$ cat config.mk
export PLATFORM = sky130hd
export DESIGN_NAME = simon_auto_player
export DESIGN_NICKNAME = d
export VERILOG_FILES = /design/src/rtl/simon_auto_player.sv
export SDC_FILE = /design/constraint.sdc
export NUM_CORES = 1
export LEC_CHECK = 0
export CAP_MARGIN = 20
export CORE_MARGIN = 1
export CORE_UTILIZATION = 45
export CTS_BUF_LIST = sky130_fd_sc_hd__clkbuf_4 sky130_fd_sc_hd__clkbuf_8
export DETAILED_ROUTE_END_ITERATION = 10
export MAX_ROUTING_LAYER = met4
export SLEW_MARGIN = 5
export SYNTH_ARGS = -nofsm -noshare
export SYNTH_HDL_FRONTEND = slang
export SYNTH_SLANG_ARGS = --single-unit
export TNS_END_PERCENT = 30
$ cat constraint.sdc
create_clock -name clock_i -period 3.4 [get_ports clock_i]
set_clock_uncertainty 0.05 [all_clocks]
set_input_delay 0.85 -clock clock_i [delete_from_list [all_inputs] [get_ports clock_i]]
set_output_delay 0.85 -clock clock_i [all_outputs]
set_load 0.1 [all_outputs]
$ cat src/rtl/simon_auto_player.sv
// Autonomous player for the b12 colour-sequence game: records each displayed
// sequence, then replays it on the keys with a hold-until-echo handshake.
module simon_auto_player #(
  parameter int unsigned MAX_LEN     = 32,
  parameter int unsigned TIMEOUT     = 1023,
  parameter int unsigned FAULT_ROUND = 0
) (
  input  logic       clock_i,
  input  logic       nreset_i,
  input  logic       go_i,
  input  logic [3:0] nl_i,
  input  logic       nloss_i,
  output logic       start_o,
  output logic [3:0] k_o,
  output logic       busy_o,
  output logic       won_o,
  output logic       lost_o,
  output logic [5:0] round_o
);

  localparam int unsigned AW = (MAX_LEN > 1) ? $clog2(MAX_LEN) : 1;
  localparam int unsigned TW = $clog2(TIMEOUT + 1);

  typedef enum logic [2:0] {
    StIdle, StStart, StWatch, StPress, StRelease, StWaitWin, StWon, StLost
  } state_e;

  state_e          state_q, state_d;
  logic [5:0]      round_q, round_d, wp_q, wp_d, rp_q, rp_d;
  logic [3:0]      k_q, k_d, nl_prev_q;
  logic            start_q, start_d, busy_q, busy_d, won_q, won_d, lost_q, lost_d;
  logic [TW-1:0]   tmo_q, tmo_d;
  logic [1:0]      mem_q [MAX_LEN];
  logic            mem_we;

  logic [1:0] enc, first_col, next_col;
  logic       nl_onehot, nl_edge, win_pat, in_game, fault_now;
  logic [5:0] rp_next, wp_inc;

  function automatic logic [3:0] key_of(input logic [1:0] c);
    return 4'b0001 << c;
  endfunction

  always_comb begin
    enc       = 2'd0;
    nl_onehot = 1'b1;
    case (nl_i)
      4'b0001: enc = 2'd0;
      4'b0010: enc = 2'd1;
      4'b0100: enc = 2'd2;
      4'b1000: enc = 2'd3;
      default: nl_onehot = 1'b0;
    endcase
  end

  assign nl_edge   = nl_onehot && (nl_prev_q == 4'b0000);
  assign win_pat   = (nl_i == 4'b1111);
  assign rp_next   = rp_q + 6'd1;
  assign wp_inc    = wp_q + 6'd1;
  // Slot 0 is being written this very cycle when round 1 completes.
  assign first_col = (wp_q == 6'd0) ? enc : mem_q[0];
  assign next_col  = mem_q[rp_next[AW-1:0]];
  assign fault_now = (FAULT_ROUND != 0) && (round_q == 6'(FAULT_ROUND));
  assign in_game   = (state_q == StStart) || (state_q == StWatch) || (state_q == StPress) ||
                     (state_q == StRelease) || (state_q == StWaitWin);

  always_comb begin
    state_d = state_q;
    round_d = round_q;
    wp_d    = wp_q;
    rp_d    = rp_q;
    k_d     = k_q;
    start_d = 1'b0;
    busy_d  = busy_q;
    won_d   = won_q;
    lost_d  = lost_q;
    tmo_d   = tmo_q;
    mem_we  = 1'b0;

    if (in_game && nloss_i) begin
      state_d = StLost;
      lost_d  = 1'b1;
      busy_d  = 1'b0;
      k_d     = 4'b0000;
    end else if (win_pat && (state_q == StWatch || state_q == StRelease)) begin
      state_d = StWon;
      won_d   = 1'b1;
      busy_d  = 1'b0;
      k_d     = 4'b0000;
    end else begin
      case (state_q)
        StIdle, StWon, StLost: begin
          if (go_i) begin
            state_d = StStart;
            start_d = 1'b1;
            round_d = 6'd1;
            wp_d    = 6'd0;
            busy_d  = 1'b1;
            won_d   = 1'b0;
            lost_d  = 1'b0;
            k_d     = 4'b0000;
          end
        end
        StStart: state_d = StWatch;
        StWatch: begin
          if (nl_edge) begin
            mem_we = 1'b1;
            wp_d   = wp_inc;
            if (wp_inc == round_q) begin
              state_d = StPress;
              rp_d    = 6'd0;
              tmo_d   = '0;
              k_d     = key_of(fault_now ? first_col + 2'd1 : first_col);
            end
          end
        end
        StPress: begin
          if (nl_i != 4'b0000) begin
            state_d = StRelease;
            k_d     = 4'b0000;
          end else if (tmo_q == TW'(TIMEOUT - 1)) begin
            state_d = StLost;
            lost_d  = 1'b1;
            busy_d  = 1'b0;
            k_d     = 4'b0000;
          end else begin
            tmo_d = tmo_q + 1'b1;
          end
        end
        StRelease: begin
          if (nl_i == 4'b0000) begin
            if (rp_next < round_q) begin
              state_d = StPress;
              rp_d    = rp_next;
              tmo_d   = '0;
              k_d     = key_of(next_col);
            end else if (round_q == 6'(MAX_LEN)) begin
              state_d = StWaitWin;
              tmo_d   = '0;
            end else begin
              state_d = StWatch;
              round_d = round_q + 6'd1;
              wp_d    = 6'd0;
            end
          end
        end
        StWaitWin: begin
          if (win_pat) begin
            state_d = StWon;
            won_d   = 1'b1;
            busy_d  = 1'b0;
          end else if (tmo_q == TW'(TIMEOUT - 1)) begin
            state_d = StLost;
            lost_d  = 1'b1;
            busy_d  = 1'b0;
          end else begin
            tmo_d = tmo_q + 1'b1;
          end
        end
        default: state_d = StIdle;
      endcase
    end
  end

  always_ff @(posedge clock_i or negedge nreset_i) begin
    if (!nreset_i) begin
      state_q   <= StIdle;
      round_q   <= 6'd0;
      wp_q      <= 6'd0;
      rp_q      <= 6'd0;
      k_q       <= 4'b0000;
      nl_prev_q <= 4'b0000;
      start_q   <= 1'b0;
      busy_q    <= 1'b0;
      won_q     <= 1'b0;
      lost_q    <= 1'b0;
      tmo_q     <= '0;
    end else begin
      state_q   <= state_d;
      round_q   <= round_d;
      wp_q      <= wp_d;
      rp_q      <= rp_d;
      k_q       <= k_d;
      nl_prev_q <= nl_i;
      start_q   <= start_d;
      busy_q    <= busy_d;
      won_q     <= won_d;
      lost_q    <= lost_d;
      tmo_q     <= tmo_d;
    end
  end

  always_ff @(posedge clock_i) begin
    if (mem_we) mem_q[wp_q[AW-1:0]] <= enc;
  end

  assign start_o = start_q;
  assign k_o     = k_q;
  assign busy_o  = busy_q;
  assign won_o   = won_q;
  assign lost_o  = lost_q;
  assign round_o = round_q;

endmodule

==> impl_metrics.csv, run 1 <==
group,metric,value,unit
clock_network,clock_latency,0.40,ns
grt,grt_pass1_wl,21300,um
clock_network,tritoncts_num_sinks,107,
grt,grt_use_total,22.3,%
placed_design,dp_hpwl,9160,um
route,wirelength,13100,um
critical_path,path_cells,"ha_1, nand3_1, xor2_1, inv_1, ha_1, o2111a_1, or4_1, nand2_1, o32ai_1, nand4b_4, mux2_1",
timing,period_minus_slack,3.09,ns
synthesis,ys_ff_latch,107,
critical_path,crit_fanout,10,
critical_path,crit_path_start_kind,"register",
power,internal_power,0.00267,W
route,wl_met1,6390,um
critical_path,r2r-end,"tmo_q[1]$_DFFE_PN0P_",
layout,final_cell_mix,"nor2_1 (82), edfxtp_1 (64), dfrtp_1 (43)",
layout,instances_no_fill,715,
power,p_sw,0.00194,W
placed_design,numPortBuffers,21,
synthesis,synthFlopType,"edfxtp_1",
clock_network,numCtsBuffers,9,
synthesis,syn_inst,507,
layout,antenna_cells,0,
clock_network,cts_tree,"built",
layout,synthToLayoutAreaGrowth,12.4,%
synthesis,synth_area_per_cell,11.3,um^2
floorplanning,dieArea,13200,um^2
route,routed_via_density,5.77,
power,vdd_drop_max,0.282,mV
route,vias,4128,
grt,overflow,0,
route,drtIter0Drc,348,
layout,final_nets,565,
critical_path,critPathArrivalTime,3.34,ns
floorplanning,initial_core_util,46.8,%
timing,fmax,0.323,GHz
min_path,hold_class,"input pin to asynchronous set/reset pin",
timing,tightest_slew,0.752,ns
route,wl_met3,606,um
timing,finalSetupTns,0,ns
power,switching_share,42.1,%
placed_design,dp_cells,698,
clock_network,clk_pin_slew_worst_paths,0.11,ns
clock_network,cts_resized,0,
timing,fin_crit_sh,90.9,%
synthesis,ys_top_cells_by_area,"edfxtp_1 (34%), dfrtp_1 (19%), mux4_2 (6.3%)",
timing,rsz0062_at_grt,"false",
synthesis,synth_top_area_share,33.6,%
timing,slew_viol_final,0,
synthesis,async_flop_share,40.2,%
floorplanning,row_count,40,
critical_path,criticalPathCategory,"register to register",
clock_network,root_buffer,"clkbuf_8",
layout,final_util,52.6,%
grt,grt_pass1_vias,4051,
timing,setup_viol,0,
synthesis,netlist_area,5710,um^2
layout,drive_gt1_share,18.8,%
critical_path,slowest_stage,"or4_1",
timing,slew_headroom,49.3,%
synthesis,syn_nets,530,
flow_run,max_cap_violations,0,
route,dr_wl_met2,5880,um
synthesis,ys_warn_count,0,
floorplanning,fp.dieW,115,um
power,cellPowerDensity,719,nW/um^2
floorplanning,ioPinCount,22,
floorplanning,fp.dieH,115,um
power,clkPwrFrac,19.7,%
critical_path,timing.critical_path.mode_cell,"ha_1",
synthesis,synth_largest_area_cell,"edfxtp_1",
grt,grt_max_degree,44,
route,route.detailed.wl_per_inst,18.3,um
clock_network,postCtsHoldBufs,0,
layout,final_common_cell,"nor2_1",
synthesis,ys_types,70,
grt,antenna_found_initial,0,
power,p_comb_share,44.5,%
critical_path,cp_data_required_time,3.65,ns
run_status,outcome,"completed",
clock_network,htree_levels,3,
route,drt_pre_antenna_iters,4,
synthesis,synth_edf_count,64,
placed_design,globalplace.congestion,0.864,
route,ant_nets,0,
synthesis,ys_seq_area_share,52.5,%
floorplanning,core_area,12200,um^2
critical_path,r2r_start,"rp_q[0]$_DFFE_PN0P_",
power,p_leak,2.31,nW
route,drc,0,
timing,hold_viol,0,
power,seqPwrFrac,35.8,%
critical_path,worst-r2r-setup-slack,0.31,ns
critical_path,r2r_cells,11,
clock_network,cts_buffer_depth,2,
clock_network,post_cts.repair.setup_buffers,0,
critical_path,cp-end-kind,"register",
route,top_layer,"met4",
critical_path,slowest_delay,0.53,ns
==> flip-flops by register name (all words and copies together), names as in the netlist <==
signal,cells
mem_q,64
busy_o,1
state_q,3
rp_q,6
round_o,6
start_o,1
nl_prev_q,4
tmo_q,10
k_o,4
lost_o,1
won_o,1
wp_q,6
==> cell families (layout without fill, tap and decap cells) <==
family / after synthesis / after routing / synth area share (%)
AO/OA/AOI/OAI: 88 / 88 / 10.9
XOR/XNOR: 18 / 18 / 2.76
adder cells (fa/ha/maj): 15 / 15 / 3.28
buffers and inverters: 41 / 81 / 3.13
flip-flops: 107 / 107 / 52.5
multiplexers: 36 / 36 / 10.1
AND/OR/NAND/NOR: 202 / 202 / 17.4
==> worst max-delay path: cells and delay by family (launching register included) <==
kind,cells,cell delay [ns]
AOI/OAI and AO/OA,2,0.26
and+or+nand+nor,4,1.06
muxes,1,0.36
DFF,1,0.43
xor gates and xnor gates,1,0.18
adders and majority gates,2,0.54
buffers and inverters,1,0.11
==> cells in the mapped netlist (all sizes together), types with 4 or more instances <==
master / number
mux2i: 8
buf: 11
mux2: 12
o22ai: 4
xnor2: 14
and3: 7
ha: 15
nor3: 14
o21ai: 22
nor2: 82
inv: 20
mux4: 16
edfxtp: 64
nand3: 21
nand2: 40
nor4: 4
nand3b: 4
o21a: 6
xor2: 4
nand4: 7
dfrtp: 43
o22a: 8
a21oi: 18
a31oi: 4
clkbuf: 10
==> final cells by class <==
type | instances | area (um^2)
flip-flops and latches | 107 | 3000
well taps | 168 | 210
repair buffers | 45 | 363
multi-input cells | 359 | 2540
clock inverters | 7 | 110
inverters | 20 | 75.1
fillers | 1077 | 5790
clock buffers | 9 | 124
==> stage by stage <==
stage	worst slack [ns]	total power, W	hold WS, ns	cell area, um^2
after floorplan	0.0695	0.00321	0.440	5720
after global placement	0.184	0.00370	0.435	6170
after detailed placement	0.111	0.00372	0.449	6170
after CTS	0.290	0.00463	0.473	6400
after global routing	0.125	0.00487	0.294	6420
final	0.308	0.00462	0.285	6420
==> worst max-delay path by stage <==
stage	slack, ns	endpoint	start	depth (start not counted)
final	0.31	tmo_q[1]$_DFFE_PN0P_	rp_q[0]$_DFFE_PN0P_	11
after global routing	0.12	round_o[0]$_DFFE_PN0P_	rp_q[0]$_DFFE_PN0P_	11
after CTS	0.29	tmo_q[1]$_DFFE_PN0P_	rp_q[0]$_DFFE_PN0P_	11
after detailed placement	0.11	tmo_q[5]$_DFFE_PN0P_	nl_i[1]	8
after global placement	0.18	k_o[1]$_DFFE_PN0P_	nl_i[0]	8
after floorplan	0.07	wp_q[5]$_DFFE_PN0P_	nl_i[2]	9
==> per-layer routing <==
metal | track usage [%] | up-vias
met5 | - | -
met4 | 7.45 | 0
met3 | 4.08 | 17
met2 | 32.9 | 116
met1 | 31.3 | 2033
li1 | - | 1962
==> power groups by stage <==
stage	sequential, W	clock (W)	combinational (W)
finish	0.00165	0.000911	0.00205
global route	0.00167	0.000973	0.00223
detailed placement	0.00168	0	0.00204
floorplan	0.00187	0	0.00134
global placement	0.00167	0	0.00203
CTS	0.00165	0.000928	0.00205
Power figures use the tool's default switching activity.
==> run 2: changes to the inputs <==
- SLEW_MARGIN: 5 -> not set
==> results of run 2 <==
No change in the layout: final DEF, timing and power equal those of run 1.
